### src/rtl/pic_io_pkg.sv
// rtl/pic_io_pkg.sv - shared constants and helpers for the PIC port I/O stage
//
// Purpose : port width, change-interrupt bit mask, latch reset value, the
//           edge-interrupt bit index, and the edge-match helper.
// Ports   : none (package).
package pic_io_pkg;

    localparam int               PORT_W   = 8;
    localparam logic [PORT_W-1:0] CHG_MASK = 8'hF0;
    localparam logic [PORT_W-1:0] LAT_RST  = 8'h00;
    localparam int               INT_BIT  = 0;

    // True when the (prev -> cur) transition matches the selected polarity.
    function automatic logic edge_match(input logic cur, input logic prev,
                                        input logic rising);
        return rising ? (cur & ~prev) : (~cur & prev);
    endfunction

endpackage

### src/rtl/sync_ff_vec.sv
// rtl/sync_ff_vec.sv - multi-stage vector synchroniser with async reset to 0
//
// Purpose : brings asynchronous pad levels into the clock domain.
// Ports   : clock  - sampling clock
//           reset  - asynchronous active-high, clears every stage
//           d_in   - asynchronous input vector (WIDTH bits)
//           q_out  - synchronised vector, DEPTH edges behind d_in
module sync_ff_vec #(
    parameter int WIDTH = 8,
    parameter int DEPTH = 2
) (
    input  logic             clock,
    input  logic             reset,
    input  logic [WIDTH-1:0] d_in,
    output logic [WIDTH-1:0] q_out
);

    logic [WIDTH-1:0] stage_q [DEPTH];

    always_ff @(posedge clock or posedge reset) begin
        if (reset) begin
            for (int i = 0; i < DEPTH; i++) begin
                stage_q[i] <= '0;
            end
        end else begin
            stage_q[0] <= d_in;
            for (int i = 1; i < DEPTH; i++) begin
                stage_q[i] <= stage_q[i-1];
            end
        end
    end

    assign q_out = stage_q[DEPTH-1];

endmodule

### src/rtl/pic_port_io.sv
// rtl/pic_port_io.sv - bidirectional 8-bit PIC port with edge and change interrupts
//
// Purpose : output latch, pad direction control, input synchroniser, bus read
//           mux, sticky bit-0 edge flag (intf) and bits-7:4 change flag (chgf).
//           The change-interrupt logic exists only when PIC_PORT_CHANGE_INT_EN
//           is defined; otherwise chgf is tied 0 and clr_chgf is ignored.
// Ports   : clock, reset        - core clock, async active-high reset
//           tris_in             - direction, 1 = input, 0 = output
//           wr_en, wr_data      - output latch write
//           rd_en, rd_data      - bus read strobe (arms change detect) and value
//           pin_in              - asynchronous pads
//           pin_out, pin_oe     - pad drive values and enables (1 = drive)
//           int_edge_sel        - bit-0 edge polarity, 1 = rising
//           clr_intf, clr_chgf  - flag clears (a same-cycle set wins)
//           intf, chgf          - sticky interrupt flags
module pic_port_io
    import pic_io_pkg::*;
#(
    parameter int SYNC_STAGES = 2
) (
    input  logic              clock,
    input  logic              reset,
    input  logic [PORT_W-1:0] tris_in,
    input  logic              wr_en,
    input  logic [PORT_W-1:0] wr_data,
    input  logic              rd_en,
    output logic [PORT_W-1:0] rd_data,
    input  logic [PORT_W-1:0] pin_in,
    output logic [PORT_W-1:0] pin_out,
    output logic [PORT_W-1:0] pin_oe,
    input  logic              int_edge_sel,
    input  logic              clr_intf,
    input  logic              clr_chgf,
    output logic              intf,
    output logic              chgf
);

    logic [PORT_W-1:0] lat_q, lat_d;
    logic [PORT_W-1:0] syn;
    logic [PORT_W-1:0] syn_d_q;
    logic              intf_q, intf_d;
    logic              edge_hit;

    sync_ff_vec #(
        .WIDTH (PORT_W),
        .DEPTH (SYNC_STAGES)
    ) u_sync (
        .clock (clock),
        .reset (reset),
        .d_in  (pin_in),
        .q_out (syn)
    );

    assign pin_out = lat_q;
    assign pin_oe  = ~tris_in;
    assign rd_data = (tris_in & syn) | (~tris_in & lat_q);

    // syn_d keeps tracking even while bit 0 is an output, so turning it into
    // an input never fabricates an edge from stale history.
    assign edge_hit = tris_in[INT_BIT] &
                      edge_match(syn[INT_BIT], syn_d_q[INT_BIT], int_edge_sel);

    always_comb begin
        lat_d  = wr_en ? wr_data : lat_q;
        intf_d = edge_hit | (intf_q & ~clr_intf);
    end

    always_ff @(posedge clock or posedge reset) begin
        if (reset) begin
            lat_q   <= LAT_RST;
            syn_d_q <= '0;
            intf_q  <= 1'b0;
        end else begin
            lat_q   <= lat_d;
            syn_d_q <= syn;
            intf_q  <= intf_d;
        end
    end

    assign intf = intf_q;

`ifdef PIC_PORT_CHANGE_INT_EN
    logic [PORT_W-1:0] snap_q, snap_d;
    logic              armed_q, armed_d;
    logic              chgf_q, chgf_d;
    logic              chg_hit;

    // Only input-configured upper bits compare against the snapshot; the set
    // uses the old snapshot, so a read during a mismatch still sets this cycle.
    assign chg_hit = armed_q & (|((syn ^ snap_q) & tris_in & CHG_MASK));

    always_comb begin
        snap_d  = rd_en ? (syn & CHG_MASK) : snap_q;
        armed_d = armed_q | rd_en;
        chgf_d  = chg_hit | (chgf_q & ~clr_chgf);
    end

    always_ff @(posedge clock or posedge reset) begin
        if (reset) begin
            snap_q  <= '0;
            armed_q <= 1'b0;
            chgf_q  <= 1'b0;
        end else begin
            snap_q  <= snap_d;
            armed_q <= armed_d;
            chgf_q  <= chgf_d;
        end
    end

    assign chgf = chgf_q;
`else
    logic unused_chg;
    assign unused_chg = rd_en ^ clr_chgf;
    assign chgf       = 1'b0;
`endif

endmodule

### config.mk
export PLATFORM = sky130hd
export DESIGN_NAME = pic_port_io
export DESIGN_NICKNAME = d
export VERILOG_FILES = /design/src/rtl/pic_io_pkg.sv /design/src/rtl/sync_ff_vec.sv /design/src/rtl/pic_port_io.sv
export SDC_FILE = /design/constraint.sdc
export NUM_CORES = 1
export LEC_CHECK = 0
export CELL_PAD_IN_SITES_DETAIL_PLACEMENT = 1
export CELL_PAD_IN_SITES_GLOBAL_PLACEMENT = 2
export CORE_MARGIN = 4
export CORE_UTILIZATION = 23
export CTS_CLUSTER_SIZE = 40
export DETAILED_ROUTE_END_ITERATION = 10
export GPL_ROUTABILITY_DRIVEN = 0
export PLACE_DENSITY_LB_ADDON = 0.1
export SLEW_MARGIN = 40
export SYNTH_ARGS = -nofsm -noshare
export SYNTH_HDL_FRONTEND = slang
export SYNTH_HIERARCHICAL = 1
export SYNTH_SLANG_ARGS = --single-unit
### constraint.sdc
create_clock -name clock -period 0.94 [get_ports clock]
set_input_delay 0.141 -clock clock [delete_from_list [all_inputs] [get_ports clock]]
set_output_delay 0.141 -clock clock [all_outputs]
set_load 0.02 [all_outputs]
; ---- Yosys cells after proc, flatten, opt, wreduce, memory -nomap -nowiden
; Index checks and enable logic that the tools add are counted.
; W data, S select, Z words.
[totals]
reg_bits = 26
in_bits = 31
output_inout_bits = 26
elab_cells = 18
[op_classes]
mux = 1
bitwise = 12
[op_table]
columns = op, count
row1 = $and A8 B8 Y8, 2
row2 = $not A8 Y8, 1
row3 = $or A8 B8 Y8, 1
row4 = $and A1 B1 Y1, 4
row5 = $not A1 Y1, 3
row6 = $mux W1, 1
row7 = $or A1 B1 Y1, 1

; ---- Logic depth before layout (Yosys ltp)
; Gate-level depths: netlist of run 1.
[depth]
word_depth = 5
mapped_depth = 3
mapped_depth_nobuf = 2

; ---- Modules after synthesis
; The synthesis of run 1 kept the hierarchy.
[by_module_without_submodules]
columns = module, instances, cells_each, area_per_inst_um2, seq_area_each_um2
row1 = pic_port_io, 1, 42, 554.3, 250.2
row2 = sync_ff_vec, 1, 25, 464.2, 400.4

; ---- Worst setup path after synthesis of run 1
; Ideal clock, no wire load.
[synth_path]
path_kind = register -> output
from = register u_sync.stage_q (netlist bit u_sync/q_out[0])
to = output port rd_data[0]
arrival_ns = 0.783
required_ns = 0.799
path_slack_ns = 0.016
path_stages_with_launch = 3
path_buffers = 1
path_cell_list = dfrtp_1 > buf_4 > mux2_2
[synth_via]
elab_chain_cells = 2
[synth_rtl]
columns = element, line
row1 = from (decl), sync_ff_vec.sv:18  ; logic [WIDTH-1:0] stage_q [DEPTH];
row2 = "from (signal, indexed assignment)", sync_ff_vec.sv:28  ; stage_q[i] <= stage_q[i-1];
row3 = $and A8 B8 Y8, pic_port_io.sv:56  ; assign rd_data = (tris_in & syn) | (~tris_in & lat_q);
row4 = $or A8 B8 Y8, pic_port_io.sv:56
row5 = to (decl), pic_port_io.sv:27  ; output logic [PORT_W-1:0] rd_data,
; Every way passes these cells.

; ---- Final worst setup path of run 1
[layout_path]
from = register lat_q[7] (netlist: pin_out[7])
to = output port rd_data[7]
[layout_via]
elab_chain_cells = 2
[layout_rtl]
columns = element, line
row1 = from (decl), pic_port_io.sv:38  ; logic [PORT_W-1:0] lat_q, lat_d;
row2 = from (signal assigned), pic_port_io.sv:74  ; lat_q <= lat_d;
row3 = $and A8 B8 Y8, pic_port_io.sv:56
row4 = $or A8 B8 Y8, pic_port_io.sv:56
; Every way passes these cells.

==> metrics.md, run 1 <==
| Metric | Value |
|---|---|
| Cell Count Post-Placement | `177` |
| Library cells used by synthesis | `10` |
| N_diodes | `0` |
| Die Area | `5560 um^2` |
| Hold violation count in the final report | `0` |
| Max-cap violation count | `0` |
| Clk root buf | `clkbuf_8` |
| Pwr/cell area | `1480 nW/um^2` |
| Failing checks | `negative setup slack` |
| Number of enable flip-flop cells after synthesis | `0` |
| DRC viols | `0` |
| Endpoints failing setup | `18` |
| Rows | `23` |
| GRT Util Overall | `0.0917` |
| Max IR drop VDD | `0.000703 V` |
| Peak Freq | `818 MHz` |
| Largest net degree at the start of global routing | `15` |
| Sequential area share after synthesis | `0.639` |
| Total Wirelength | `2.49 mm` |
| Synth Flop Type | `dfrtp_1` |
| Post-synth top cells | `dfrtp_1, inv_1, buf_4` |
| CP max stage cell | `dfrtp_1` |
| Clock skew | `0.264 ps` |
| Min-delay worst type | `input pin to asynchronous set/reset pin` |
| Gr ovfl total | `0` |
| CTS H-tree depth | `1` |
| Max Slew Vio Count | `0` |
| Main area contributors after synthesis | `dfrtp_1, mux2_4, mux2_2` |
| Synthesized Nets | `98` |
| Post-DP HPWL | `1.93 mm` |
| Crit Path Class | `flip-flop to primary output` |
| Worst-Skew Late Latency | `260 ps` |
| Worst path required time | `800 ps` |
| Status | `finished, violations left` |
| Antenna Nets Post-Route | `0` |
| CORE AREA | `4140 um^2` |
| Starting DRT DRC Count | `0` |
| Fin Setup TNS | `-3250 ps` |
| Post-synth top area share | `0.639` |
| Share of cells above drive strength 1 | `0.448` |
| Async SR Flop Fraction | `1.00` |
| Buffers on Ports | `53` |
| Filler instances | `442` |
| Vias in the first global route | `811` |
| Synth-to-Final Area Change | `77.0%` |
| Min Tclk post-route | `1220 ps` |
| Clk slew on worst S/H paths | `90 ps` |
| Fin cells | `184` |
| Post-route clock period utilization | `1.30` |
| Chip Width | `74.5 um` |
| Ports | `57` |
| Synth warnings | `6` |
| CTS Buf Count | `3` |
| CP Capture Type | `primary output` |
| RSZ-0062 raised after global routing | `yes` |
| Wire per inst | `13.5 um` |
| Critical path data arrival time | `1080 ps` |
| Register bit total from synthesis | `26` |
| Layout Nets | `166` |
| Buffers from clock root to sink, at most | `2` |
| Syn_area_per_cell | `15.2 um^2` |
| Leakage power | `0.895 nW` |
| Mapped cell area | `1020 um^2` |
| Vias/cell | `3.95` |
| Startpoint Class | `flip-flop` |
| Die Ht | `74.5 um` |
| Delay-heaviest family, CP | `flip-flops` |
| Pre-CTS WS | `-740 ps` |
| WP buf/inv | `1` |
| Worst stage delay on the critical path | `410 ps` |
| Synth area leader | `dfrtp_1` |
| TritonRoute pass-1 iters | `1` |
| CP Cell Sequence | `mux2_4, buf_6` |
| Post-Synthesis Cells | `67` |
| Initial Utilization | `0.246` |
| Overall power | `2.68 mW` |
| PnR worst setup slack | `-283 ps` |
| CTS tree | `built` |
| Antenna violations before repair | `0` |
| Clock sinks | `26` |
| CP Max Fanout | `2` |
| First-pass GRT wire length | `3.84 mm` |
| Count leader, synth | `dfrtp_1` |
| Via count | `726` |
## per-stage QoR
step | area (um^2) | hold WS [ps] | utilization
2_1_floorplan | 1020 | -18.8 | -
3_3_place_gp | 1670 | 332 | 0.404
3_5_place_dp | 1670 | 336 | 0.404
4_1_cts | 1770 | 170 | 0.426
5_1_grt | 1800 | 183 | 0.435
6_report | 1800 | 183 | 0.435
## report_power, final
group | switching (mW) | internal [mW]
registers | 0.0382 | 1.19
clock network | 0.329 | 0.373
logic | 0.289 | 0.454
total | 0.656 | 2.02
## layout by cell type, fill, tap and decap left out
| cell type | n |
|---|---|
| inv_1 | 10 |
| clkdlybuf4s15_1 | 4 |
| nand2b_1 | 2 |
| mux2_2 | 2 |
| nand4b_1 | 1 |
| o311ai_2 | 1 |
| clkbuf_8 | 4 |
| buf_6 | 25 |
| buf_4 | 12 |
| conb_1 | 1 |
| dfrtp_1 | 26 |
| dlygate4sd2_1 | 11 |
| clkdlybuf4s50_1 | 19 |
| clkbuf_2 | 1 |
| buf_12 | 1 |
| mux2_4 | 14 |
## what timing repair did
| item | CTS | global route |
|---|---|---|
| setup endpoints to repair | 34 | 23 |
| resized for setup | 131 | 13 |
| hold buffers | 0 | 0 |
| setup buffers | 3 | 3 |
## final timing paths
| kind | startpoint | to | slack (ps) | cells after the start |
|---|---|---|---|---|
| max in group asynchronous | reset | u_sync/stage_q[15] | 570 | 3 |
| worst min register to register | u_sync/stage_q[12] | u_sync/q_out[4] | 360 | 0 |
| worst max register to register | pin_out[7] | pin_out[7] | -70 | 3 |
| worst max-delay path | pin_out[7] | rd_data[7] | -280 | 2 |
| worst min-delay path | reset | pin_out[5] | 180 | 3 |
| min in group clock | pin_in[5] | u_sync/stage_q[13] | 310 | 1 |
## kinds of logic (layout without fill, tap and decap cells)
group	after synthesis	count (layout)	share of synthesized area
DFF	26	26	0.639
buffers and inverters	20	87	0.114
muxes	16	16	0.206
and+or+nand+nor	3	3	0.0209
other	1	1	0.00368
AOI/OAI and AO/OA	1	1	0.0160
## final cells by class
class / count / area [um^2] / area share
inverters: 10 / 37.5 / 0.0208
clock buffers: 4 / 55.1 / 0.0305
repair buffers: 73 / 723 / 0.401
flip-flops and latches: 26 / 651 / 0.361
multi-input cells: 21 / 274 / 0.152
well taps: 50 / 62.6 / 0.0347
## registers in the layout, summed over array words and instances (netlist names)
name and count:
intf 1, pin_out 8, syn_d_q 1, u_sync/q_out 8
u_sync/stage_q 8
## worst min-delay path, cell delays in order
cell,delay (ps)
clkdlybuf4s50_1,420
inv_1,80
buf_4,140
## metal layers
layer	track usage	wire, um
met1	0.114	994
met2	0.162	1320
met3	0.0176	166
met4	0.0237	10
met5	0	0
(Power assumes the default switching activity.)
==> inputs of run 2 (changes only) <==
--- a/config.mk
+++ b/config.mk
@@ -5,14 +5,12 @@
 export SDC_FILE = /design/constraint.sdc
 export NUM_CORES = 1
 export LEC_CHECK = 0
-export CELL_PAD_IN_SITES_DETAIL_PLACEMENT = 1
-export CELL_PAD_IN_SITES_GLOBAL_PLACEMENT = 2
 export CORE_MARGIN = 4
-export CORE_UTILIZATION = 23
+export CORE_UTILIZATION = 37
 export CTS_CLUSTER_SIZE = 40
 export DETAILED_ROUTE_END_ITERATION = 10
 export GPL_ROUTABILITY_DRIVEN = 0
-export PLACE_DENSITY_LB_ADDON = 0.1
+export PLACE_DENSITY = 0.78
 export SLEW_MARGIN = 40
 export SYNTH_ARGS = -nofsm -noshare
 export SYNTH_HDL_FRONTEND = slang
==> metrics.md, run 2 (same netlist as run 1, synthesis figures left out) <==
| Metric | Value |
|---|---|
| WP buf/inv | `1 (unchanged)` |
| Final instance area | `1710 um^2 (-5.2%)` |
| Hold violation count in the final report | `0 (unchanged)` |
| Rows | `18 (-22%)` |
| Met2 Wirelength | `1.27 mm (-3.9%)` |
| TritonRoute pass-1 iters | `3 (+2)` |
| Post-DP HPWL | `1.81 mm (-6.2%)` |
| Worst path required time | `800 ps (about the same)` |
| Die Ht | `60.5 um (-19%)` |
| Via count | `697 (-4.0%)` |
| Status | `finished, violations left` |
| CTS H-tree depth | `1 (unchanged)` |
| Vias/cell | `4.30 (+9.0%)` |
| Max IR drop VDD | `0.00113 V (+60%)` |
| CTS Buf Count | `3 (unchanged)` |
| DRT met1 WL | `822 um (-17%)` |
| Most frequent cells in the layout | `dfrtp_1, buf_6, clkdlybuf4s50_1, buf_4` |
| Leakage power | `0.856 nW (-4.4%)` |
| Filler instances | `212 (-52%)` |
| WL met3 | `171 um (+3.0%)` |
| Peak Freq | `783 MHz (-4.2%)` |
| Die Area | `3660 um^2 (-34%)` |
| Clk slew on worst S/H paths | `130 ps (+40 ps)` |
| Fin cells | `162 (-12%)` |
| Starting DRT DRC Count | `4 (+4)` |
| DP Area | `1620 um^2 (-3.1%)` |
| Gr ovfl total | `0 (unchanged)` |
| Delay-heaviest family, CP | `flip-flops` |
| Layout Nets | `164 (-1.2%)` |
| Max-cap violation count | `0 (unchanged)` |
| CTS tree | `built` |
| CP Max Fanout | `2 (unchanged)` |
| Startpoint Class | `flip-flop` |
| Initial Utilization | `0.400 (+0.154)` |
| Min Tclk post-route | `1280 ps (+53.5 ps)` |
| Endpoints failing setup | `20 (+2)` |
| Antenna Nets Post-Route | `0 (unchanged)` |
| Worst hold slack | `140 ps (-42.3 ps)` |
| Pwr/cell area | `1460 nW/um^2 (-1.7%)` |
| Critical path data arrival time | `1140 ps (+60 ps)` |
| Post-route clock period utilization | `1.36 (+0.0569)` |
| GRT Util Overall | `0.127 (+0.0349)` |
| Clk root buf | `clkbuf_4` |
| Clock sinks | `26 (unchanged)` |
| Finished Core Util | `0.672 (+0.236)` |
| Overall power | `2.49 mW (-6.8%)` |
| Cell Count Post-Placement | `155 (-12%)` |
| CP Capture Type | `primary output` |
| DR top layer | `met3` |
| Total Wirelength | `2.26 mm (-9.1%)` |
| Hold Buf Count CTS | `0 (unchanged)` |
| Max Slew Vio Count | `0 (unchanged)` |
| PnR worst setup slack | `-337 ps (-53.5 ps)` |
| Crit Path Class | `flip-flop to primary output` |
| Flop-to-flop setup slack | `-50 ps (+20 ps)` |
| Share of cells above drive strength 1 | `0.485 (+0.0371)` |
| First-pass GRT wire length | `3.41 mm (-11%)` |
| Pre-CTS WS | `-732 ps (+7.97 ps)` |
| Buffers on Ports | `53 (unchanged)` |
| Synth-to-Final Area Change | `67.8%` |
| Vias in the first global route | `748 (-7.8%)` |
| RSZ-0062 raised after global routing | `yes` |
| Wire per inst | `14.0 um (+3.3%)` |
| DRC viols | `0 (unchanged)` |
| Largest net degree at the start of global routing | `15 (unchanged)` |
| Fin Setup TNS | `-4290 ps (-1040 ps)` |
| N_diodes | `0 (unchanged)` |
| Failing checks | `negative setup slack` |
| CP max stage cell | `dfrtp_1` |
| Worst-Skew Late Latency | `300 ps (+40 ps)` |
| CP Cell Sequence | `mux2_2, buf_6` |
| Worst stage delay on the critical path | `420 ps (about the same)` |
| Chip Width | `60.5 um (-19%)` |
| Ports | `57 (unchanged)` |
| Min-delay worst type | `input pin to asynchronous set/reset pin` |
| CORE AREA | `2540 um^2 (-39%)` |
| Clock skew | `0.926 ps (+0.661 ps)` |
| Buffers from clock root to sink, at most | `2 (unchanged)` |
| Antenna violations before repair | `0 (unchanged)` |
## run 2: area by class of cell
cell class	instances	area (um^2)	share of cell area
multi-input combinational	21	259	0.152
tap	30	37.5	0.0220
sequential	26	651	0.381
inverter	10	37.5	0.0220
timing repair buffer	71	688	0.403
clock buffer	4	36.3	0.0212
## run 2: timing repair
action	in CTS	in global routing
setup buffers	1	7
hold endpoints to repair	0	0
setup endpoints to repair	26	19
resized for setup	157	8
pin swaps	0	0
cloned	0	0
## run 2: path summary, 6_finish.rpt
path | startpoint | end | cells past startpoint
min in group clock | pin_in[4] | u_sync/stage_q[12] | 1
worst max register to register | pin_out[1] | pin_out[1] | 3
worst min-delay path | reset | u_sync/q_out[4] | 3
max in group asynchronous | reset | pin_out[2] | 2
worst max-delay path | pin_out[3] | rd_data[3] | 2
worst min register to register | u_sync/stage_q[9] | u_sync/q_out[1] | 0
## run 2: metal layers
metal | track usage | vias up
li1 | - | 331
met1 | 0.161 | 339
met2 | 0.225 | 27
met3 | 0.0298 | 0
met4 | 0.0186 | 0
met5 | 0 | -
## run 2: tightest hold or removal path: cells and delay by family
kind	cells	cell delay [ps]
buffers and inverters	3	660
## run 2: where the power goes
group | total (mW) | internal [mW] | switching (mW)
logic | 0.724 | 0.440 | 0.284
registers | 1.23 | 1.19 | 0.0396
clock network | 0.537 | 0.236 | 0.301
==> inputs of run 3 (changes only) <==
--- a/config.mk
+++ b/config.mk
@@ -11,6 +11,7 @@
 export DETAILED_ROUTE_END_ITERATION = 10
 export GPL_ROUTABILITY_DRIVEN = 0
 export PLACE_DENSITY = 0.78
+export SKIP_CTS_REPAIR_TIMING = 1
 export SLEW_MARGIN = 40
 export SYNTH_ARGS = -nofsm -noshare
 export SYNTH_HDL_FRONTEND = slang
==> metrics.md, run 3 (same netlist as run 1, synthesis figures left out) <==
| Metric | Value |
|---|---|
| Pre-CTS WS | `-732 ps (unchanged)` |
| Status | `finished, violations left` |
| Share of cells above drive strength 1 | `0.477 (-0.00793)` |
| Overall power | `2.46 mW (-1.4%)` |
| CTS Buf Count | `3 (unchanged)` |
| Total Wirelength | `2.20 mm (-2.9%)` |
| Worst path required time | `800 ps (about the same)` |
| Antenna violations before repair | `0 (unchanged)` |
| Chip Width | `60.5 um (unchanged)` |
| Flop-to-flop setup slack | `-50 ps (about the same)` |
| Critical path data arrival time | `1140 ps (about the same)` |
| First-pass GRT wire length | `3.27 mm (-4.0%)` |
| Most common cell after layout, fill and taps aside | `dfrtp_1` |
| Post-route clock period utilization | `1.37 (+0.00967)` |
| Leakage power | `0.894 nW (+4.5%)` |
| Wire per inst | `13.7 um (-1.7%)` |
| Max-cap violation count | `0 (unchanged)` |
| Clk root buf | `clkbuf_4` |
| Starting DRT DRC Count | `7 (+3)` |
| GRT Util Overall | `0.121 (-0.00537)` |
| Via count | `676 (-3.0%)` |
| Fin cells | `160 (-1.2%)` |
| Hold violation count in the final report | `0 (unchanged)` |
| TritonRoute pass-1 iters | `3 (unchanged)` |
| R2r startpoint | `pin_out[4]` |
| Max Slew Vio Count | `0 (unchanged)` |
| CP Capture Type | `primary output` |
| Min-delay worst type | `input pin to asynchronous set/reset pin` |
| Buffers from clock root to sink, at most | `2 (unchanged)` |
| N_diodes | `0 (unchanged)` |
| Clk slew on worst S/H paths | `130 ps (about the same)` |
| Rows | `18 (unchanged)` |
| Most frequent cells in the layout | `dfrtp_1, clkdlybuf4s50_1, buf_6, buf_4, inv_1` |
| CTS H-tree depth | `1 (unchanged)` |
| Startpoint Class | `flip-flop` |
| Min Tclk post-route | `1290 ps (+9.09 ps)` |
| Endpoints failing setup | `18 (-10%)` |
| Critical Path Start | `pin_out[3]` |
| Ports | `57 (unchanged)` |
| Gr ovfl total | `0 (unchanged)` |
| RSZ-0062 raised after global routing | `yes` |
| Buffers on Ports | `53 (unchanged)` |
| Initial Utilization | `0.400 (unchanged)` |
| Vias in the first global route | `728 (-2.7%)` |
| Die Ht | `60.5 um (unchanged)` |
| Worst R2R Path Depth | `3 (unchanged)` |
| Worst-Skew Late Latency | `300 ps (about the same)` |
| Clock skew | `6.15 ps (+5.22 ps)` |
| Peak Freq | `778 MHz (-0.71%)` |
| Pwr/cell area | `1450 nW/um^2 (-0.35%)` |
| Layout Nets | `162 (-1.2%)` |
| Die Area | `3660 um^2 (unchanged)` |
| Worst hold slack | `135 ps (-4.83 ps)` |
| Max IR drop VDD | `0.00114 V (+1.0%)` |
| CP Max Fanout | `2 (unchanged)` |
| Crit path to | `rd_data[3]` |
| PnR worst setup slack | `-346 ps (-9.09 ps)` |
| Synth-to-Final Area Change | `66.0%` |
| CTS tree | `built` |
| Failing checks | `negative setup slack` |
| DRC viols | `0 (unchanged)` |
| Final instance area | `1690 um^2 (-1.1%)` |
| Crit Path Class | `flip-flop to primary output` |
| Largest net degree at the start of global routing | `15 (unchanged)` |
| DP Area | `1620 um^2 (unchanged)` |
| Clock sinks | `26 (unchanged)` |
| CORE AREA | `2540 um^2 (unchanged)` |
| Antenna Nets Post-Route | `0 (unchanged)` |
| Cell Count Post-Placement | `155 (unchanged)` |
| Reg2reg end | `pin_out[4]` |
| Vias/cell | `4.23 (-1.8%)` |
| Post-DP HPWL | `1.81 mm (unchanged)` |
run 3: power by group:
| part | switching [mW] | total [mW] | internal, mW | leakage [nW] |
|---|---|---|---|---|
| Combinational | 0.279 | 0.694 | 0.415 | 0.568 |
| Clock | 0.299 | 0.535 | 0.236 | 0.0210 |
| Sequential | 0.0362 | 1.23 | 1.19 | 0.305 |
| Total | 0.614 | 2.46 | 1.84 | 0.894 |
run 3: per-stage QoR:
step           setup TNS [ps]   util
2_1_floorplan               0      -
3_3_place_gp           -13460  0.637
3_5_place_dp           -13760  0.637
4_1_cts                -14880  0.651
5_1_grt                 -5060  0.664
6_report                -4080  0.664
run 3: critical path, stage by stage, from the launching register on:
cell and delay [ps]:
dfrtp_1 420, mux2_2 280, buf_6 130
run 3: cell type report:
| cell class | count | area [um^2] |
|---|---|---|
| multi-input combinational | 21 | 255 |
| tap | 30 | 37.5 |
| clock buffer | 4 | 36.3 |
| inverter | 10 | 37.5 |
| timing repair buffer | 69 | 673 |
| fill | 211 | 855 |
| sequential | 26 | 651 |
run 3: worst min-delay path by stage:
stage / from / endpoint / slack (ps) / cells past startpoint
finish: reset / u_sync/q_out[5] / 140 / 3
global placement: u_sync/stage_q[11] / u_sync/q_out[3] / 330 / 0
floorplan: reset / intf / -20 / 1
global route: reset / u_sync/q_out[6] / 150 / 3
CTS: reset / u_sync/stage_q[13] / 130 / 3
detailed placement: u_sync/stage_q[9] / u_sync/q_out[1] / 340 / 0
run 3: layer usage:
| layer | vias to the layer above | share of wire | track usage | wire length (um) |
|---|---|---|---|---|
| met5 | - | 0 | 0 | 0 |
| met4 | 0 | 0 | 0.0186 | 0 |
| met3 | 0 | 0.074 | 0.0234 | 163 |
| met2 | 27 | 0.55 | 0.211 | 1210 |
| met1 | 321 | 0.38 | 0.161 | 824 |
| li1 | 328 | - | - | - |
